===== config.mk =====
export PLATFORM = sky130hd
export DESIGN_NAME = agv_shift_ctrl
export DESIGN_NICKNAME = d
export VERILOG_FILES = /design/src/rtl/agv_shift_ctrl.sv
export SDC_FILE = /design/constraint.sdc
export NUM_CORES = 1
export LEC_CHECK = 0
export CAP_MARGIN = 20
export CELL_PAD_IN_SITES_DETAIL_PLACEMENT = 1
export CELL_PAD_IN_SITES_GLOBAL_PLACEMENT = 2
export CORE_MARGIN = 3
export CORE_UTILIZATION = 36
export DETAILED_ROUTE_END_ITERATION = 10
export MAX_ROUTING_LAYER = met4
export PLACE_DENSITY = 0.9
export SLEW_MARGIN = 20
export SYNTH_ARGS = -nofsm -noshare
export SYNTH_HDL_FRONTEND = slang
export SYNTH_SLANG_ARGS = --single-unit

===== constraint.sdc =====
create_clock -name CLK_IN -period 2.45 [get_ports CLK_IN]
set_input_delay 0.735 -clock CLK_IN [delete_from_list [all_inputs] [get_ports CLK_IN]]
set_output_delay 0.735 -clock CLK_IN [all_outputs]
set_load 0.005 [all_outputs]

===== src/rtl/agv_shift_ctrl.sv =====
// rtl/agv_shift_ctrl.sv - serial shift/latch driver for an AGV shift-register chain
// Shifts one DATA_W word out on AGV_DATA/AGV_CLK, then pulses AGV_LTCH for LTCH_CYC cycles.
module agv_shift_ctrl #(
  parameter int DATA_W    = 16,
  parameter int DIV       = 4,
  parameter int LTCH_CYC  = 2,
  parameter bit LSB_FIRST = 1'b0
) (
  input  logic              CLK_IN,
  input  logic              RST_IN,
  input  logic              start,
  input  logic [DATA_W-1:0] din,
  output logic              busy,
  output logic              done,
  output logic              AGV_DATA,
  output logic              AGV_CLK,
  output logic              AGV_LTCH
);

  localparam int HW = $clog2(DIV + 1);
  localparam int BW = $clog2(DATA_W + 1);
  localparam int LW = $clog2(LTCH_CYC + 1);

  typedef enum logic [1:0] {IDLE, SHIFT, LATCH} state_t;

  state_t            state_q, state_d;
  logic [DATA_W-1:0] sr_q, sr_d;
  logic [HW-1:0]     hcnt_q, hcnt_d;
  logic [BW-1:0]     bcnt_q, bcnt_d;
  logic [LW-1:0]     lcnt_q, lcnt_d;
  logic              busy_q, busy_d;
  logic              done_q, done_d;
  logic              data_q, data_d;
  logic              clk_q, clk_d;
  logic              ltch_q, ltch_d;
  logic [DATA_W-1:0] sr_next;

  function automatic logic first_bit(input logic [DATA_W-1:0] v);
    return LSB_FIRST ? v[0] : v[DATA_W-1];
  endfunction

  assign sr_next = LSB_FIRST ? (sr_q >> 1) : (sr_q << 1);

  always_ff @(posedge CLK_IN or negedge RST_IN) begin
    if (!RST_IN) begin
      state_q <= IDLE;
      sr_q    <= '0;
      hcnt_q  <= '0;
      bcnt_q  <= '0;
      lcnt_q  <= '0;
      busy_q  <= 1'b0;
      done_q  <= 1'b0;
      data_q  <= 1'b0;
      clk_q   <= 1'b0;
      ltch_q  <= 1'b0;
    end else begin
      state_q <= state_d;
      sr_q    <= sr_d;
      hcnt_q  <= hcnt_d;
      bcnt_q  <= bcnt_d;
      lcnt_q  <= lcnt_d;
      busy_q  <= busy_d;
      done_q  <= done_d;
      data_q  <= data_d;
      clk_q   <= clk_d;
      ltch_q  <= ltch_d;
    end
  end

  always_comb begin
    state_d = state_q;
    sr_d    = sr_q;
    hcnt_d  = hcnt_q;
    bcnt_d  = bcnt_q;
    lcnt_d  = lcnt_q;
    busy_d  = busy_q;
    done_d  = 1'b0;
    data_d  = data_q;
    clk_d   = clk_q;
    ltch_d  = ltch_q;
    case (state_q)
      IDLE: begin
        busy_d = 1'b0;
        clk_d  = 1'b0;
        data_d = 1'b0;
        ltch_d = 1'b0;
        if (start) begin
          sr_d    = din;
          busy_d  = 1'b1;
          data_d  = first_bit(din);
          hcnt_d  = '0;
          bcnt_d  = '0;
          state_d = SHIFT;
        end
      end
      SHIFT: begin
        if (hcnt_q == HW'(DIV - 1)) begin
          hcnt_d = '0;
          if (!clk_q) begin
            clk_d = 1'b1;
          end else begin
            // Falling AGV_CLK edge: advance to the next bit or finish the word.
            clk_d  = 1'b0;
            bcnt_d = bcnt_q + 1'b1;
            if (bcnt_q == BW'(DATA_W - 1)) begin
              data_d  = 1'b0;
              ltch_d  = 1'b1;
              lcnt_d  = '0;
              state_d = LATCH;
            end else begin
              sr_d   = sr_next;
              data_d = first_bit(sr_next);
            end
          end
        end else begin
          hcnt_d = hcnt_q + 1'b1;
        end
      end
      LATCH: begin
        if (lcnt_q == LW'(LTCH_CYC - 1)) begin
          ltch_d  = 1'b0;
          busy_d  = 1'b0;
          done_d  = 1'b1;
          state_d = IDLE;
        end else begin
          lcnt_d = lcnt_q + 1'b1;
        end
      end
      default: state_d = IDLE;
    endcase
  end

  assign busy     = busy_q;
  assign done     = done_q;
  assign AGV_DATA = data_q;
  assign AGV_CLK  = clk_q;
  assign AGV_LTCH = ltch_q;

endmodule

Word level (Yosys, flattened, before mapping) --
Index checks and enable logic that the tools add are counted.
Operators by class: mux-type cells 40, add/sub/neg operators 3, reduce and logical (&&, ||, !) cells 14, equal/unequal tests 12
Operators with widths (count):
- 2-to-1 mux 15 bit | 4
- one-hot mux 15 bit (2 select lines) | 1
- AND reduction 5 bit | 4
- 2-to-1 mux 2 bit | 9
- 2-to-1 mux 5 bit | 3
- != test 2 bit (second input constant) | 7
- 2-to-1 mux 1 bit | 13
- one-hot mux 5 bit (2 select lines) | 1
- 2-to-1 mux 3 bit | 2
- one-hot mux 1 bit (2 select lines) | 3
- one-hot mux 2 bit (3 select lines) | 1
- one-hot mux 3 bit (2 select lines) | 1
- AND reduction 2 bit | 3
- nonzero test 2 bit | 3
- adder 5 x 1 -> 5 bit (second input constant) | 1
- == test 5 x 4 -> 1 bit (second input constant) | 1
- == test 2 x 1 -> 1 bit (second input constant) | 2
- one-hot mux 2 bit (2 select lines) | 1
- AND reduction 4 bit | 1
- adder 3 x 1 -> 3 bit (second input constant) | 1
- == test 3 x 2 -> 1 bit (second input constant) | 1
- one-hot mux 1 bit (3 select lines) | 1
- AND reduction 3 bit | 1
- nonzero test 3 bit | 1
- other kinds (3) | 3
Storage, ports and cells: bits of input ports 19, register bits after elaboration 32, output and inout bits 5

Logic depth before layout (Yosys ltp) --
word-level depth 5, gate-level depth with buffers 6, mapped depth without buffers 6

Worst setup path after synthesis --
Ideal clock, no wire load.
path type register to register, from register bcnt_q[0], to register sr_q[10], setup slack 0.423 ns, buffers on the path 1, cell stages (with the launch flop) 7, data arrival time 1.902 ns, cells stage by stage dfrtp_1 -> ha_1 -> and3_1 -> ha_1 -> o31ai_4 -> buf_12 -> mux2_4
On the way: cells in the longest elaborated chain, start to end 3
RTL lines:
- start: declaration | RTL line 29 | logic [BW-1:0] bcnt_q, bcnt_d;
- start signal: assignment | RTL line 60 | bcnt_q <= bcnt_d;
- == test 5 x 4 -> 1 bit | RTL line 105 | if (bcnt_q == BW'(DATA_W - 1)) begin
- != test 2 bit (no source line)
- AND reduction 5 bit (no source line)
- end signal: assignment | RTL line 58 | sr_q <= sr_d;
- end: declaration | RTL line 27 | logic [DATA_W-1:0] sr_q, sr_d;
Every way passes these cells. A chain may end at the register's enable or synchronous reset.

Worst setup path after layout --
from input port start, to register sr_q[1]
On the way: cells in the longest elaborated chain, start to end 2
RTL lines:
- start: declaration | RTL line 11 | input logic start,
- != test 2 bit (no source line)
- AND reduction 5 bit (no source line)
Every way passes these cells.

==> metrics.cfg <==
[status]
status=completed

[yosys]
syn_inst=128
synth_area_leaders=dfrtp_1 49%, mux2_2 14%, mux2_4 8.2%
synth_cell_types=36
synth_edf_count=0
ys_seq_elements=32
synth_most_common_cell=dfrtp_1
ys_async_sr_fraction=1.00
seq_area_frac_synth=0.486
syn_area_per_cell_um2=12.9
synth_ff_type=dfrtp_1
synth.largest_area_cell=dfrtp_1
yosysWarnings=0
synth_nets=151
yosysTopAreaCellShare=0.486
synth_commonest_cells=32 x dfrtp_1, 20 x mux2_2, 9 x mux2_4
synth_area_mm2=0.00165

[layout]
fin_nets=183
area_growth_pct=25.8
drive_gt1_frac=0.304
stdcell_area_mm2=0.00207
antenna_cells=0
instances_no_fill=211

[sta]
finalWorstSetupSlack_ps=344
report.final.setup_viol=0
rsz0062_at_grt=no
skew_ps=7.32
tightest_slew_ps=457
max_slew_margin=0.695
max_freq_mhz=475
period_needed_ps=2110
hold_viol=0
period_share=0.860
drv_slew=0

[cts]
cts_buffer_depth=2
cts_sinks=32
htreeDepth=2
insertion_delay_ps=290
root_buffer=clkbuf_8
clkSlewWorstSetupHoldPaths_ps=70
cts-buffers-inserted=5
cts_tree=done

[grt]
grt_pass1_vias=1232
grt_pass1_wl_um=5820
grt_usage=0.148
overflow=0
grt_max_degree=33
antenna_found_initial=0

[detailed_routing]
drtIter0Drc=41
dr.pass1.iters=2
drt-total-wl_um=3360
route.detailed.drc=0
vias=1100
wl_per_cell_um=15.9
via_per_inst=5.21
ant_nets=0

[setup_path]
critPathSlowestCell=clkdlybuf4s50_1
cp_max_fo=15
cp_cell_sequence=clkdlybuf4s50_1, or3b_1, o31ai_4, buf_12, mux2_2
slowest_delay_ps=470
crit_arrival_ps=2280
critical_path_class=in -> reg
start_kind=primary input
setup.worst_path.end_class=flop
cp.required_ps=2620

[power_and_ir_drop]
ir_drop_mv=0.535
power_density_mw_per_mm2=975
combPwrFrac=0.338
switching_power_uw=559
sw_frac_of_total=0.276
p_leak_nw=0.952
pwr-share-clk=0.247
power_frac_seq=0.414
p_int_mw=1.46

[floorplanning]
rows=23
pin_count=24
fp.dieW_um=73.7
start_util=0.392
fp.dieArea_mm2=0.00543
coreArea_mm2=0.00420
dieHeight_um=73.7

[place]
preCtsSetupSlack_ps=-1.26
place_congestion=0.802
place_inst=202
portBuffers=23
dp_hpwl_um=2450
dpl_cell_area_mm2=0.00195

[worst_hold_path]
min_path_type=reg -> reg

[job]
cap_violations=0

[cells in the final DEF (no fill, tap or decap), drive strengths merged]
cell type,count
a21boi,1
a21o,1
a21oi,1
a221oi,2
a22o,3
a31oi,2
and2b,1
and3,1
and3b,2
buf,9
bufinv,1
clkbuf,6
clkdlybuf4s50,23
clkinv,1
dfrtp,32
ha,4
inv,4
mux2,30
mux2i,5
nand2,7
nand2b,2
nand3,4
nand3b,1
nor2,4
nor2b,2
nor3b,1
nor4bb,1
o21a,1
o21ai,4
o21bai,1
o31ai,2
or3b,1
xnor2,1
[final cells by class]
cell class,instances,area [um^2]
multi-input combinational,85,778
clock buffer,6,72.6
fill,455,2130
clock inverter,2,35.0
timing repair buffer,32,310
sequential,32,801
inverter,4,15.0
tap,50,62.6
[power by group through the flow]
stage,registers [mW],logic (mW),clock network (mW)
global placement,0.831,0.643,0
finish,0.839,0.684,0.501
global route,0.867,0.755,0.543
floorplan,0.814,0.494,0
detailed placement,0.848,0.683,0
CTS,0.841,0.688,0.515
[cells by family after synthesis]
kind of cell	count (synthesis)	share of synthesized area
AO/OA/AOI/OAI	18	0.0850
XOR/XNOR	1	0.00531
adder cells (fa/ha/maj)	4	0.0304
buffers and inverters	11	0.0425
flip-flops	32	0.486
multiplexers	35	0.256
AND/OR/NAND/NOR	27	0.0956
[through the flow]
| step | TNS (ps) | utilization | power [mW] | hold WS (ps) |
|---|---|---|---|---|
| after floorplan | 0 | - | 1.31 | 439 |
| after global placement | 0 | 0.463 | 1.47 | 477 |
| after detailed placement | -1.26 | 0.463 | 1.53 | 493 |
| after CTS | 0 | 0.489 | 2.04 | 508 |
| after global routing | 0 | 0.494 | 2.16 | 532 |
| final | 0 | 0.494 | 2.02 | 507 |
[sequential cells by signal, indices dropped and copies added (netlist names)]
register	cells
bcnt_q	5
state_q	2
AGV_DATA	1
lcnt_q	2
AGV_LTCH	1
sr_q	15
done	1
hcnt_q	3
busy	1
AGV_CLK	1
[per-layer routing]
layer	vias to the layer above	routed length, um	global-route usage
met4	0	39	0.0483
met3	5	136	0.0534
met5	-	0	-
met1	551	1560	0.172
met2	22	1620	0.238
li1	522	-	-
[worst max-delay path, delay by kind of cell]
kind	cells	cell delay (ps)
compound gates	1	100
buf+inv	2	670
mux	1	340
simple gates	1	420
[path summary, 6_finish.rpt]
path,from,endpoint,slack (ps),cells past startpoint
min,sr_q[2]$_DFFE_PN0P_,sr_q[2]$_DFFE_PN0P_,510,1
max reg2reg,bcnt_q[0]$_DFFE_PN0P_,sr_q[1]$_DFFE_PN0P_,530,6
max,start,sr_q[1]$_DFFE_PN0P_,340,5
min reg2reg,sr_q[2]$_DFFE_PN0P_,sr_q[2]$_DFFE_PN0P_,510,1
min in group asynchronous,RST_IN,lcnt_q[1]$_DFFE_PN0P_,840,2
max in group asynchronous,RST_IN,sr_q[12]$_DFFE_PN0P_,1310,2
[what timing repair did]
action	in CTS	in global routing
hold buffers	0	0
endpoints found under the hold margin	0	0
endpoints found under the setup margin	0	14
gates resized for setup	0	0
buffers inserted	0	1
Power figures use the tool's default switching activity.
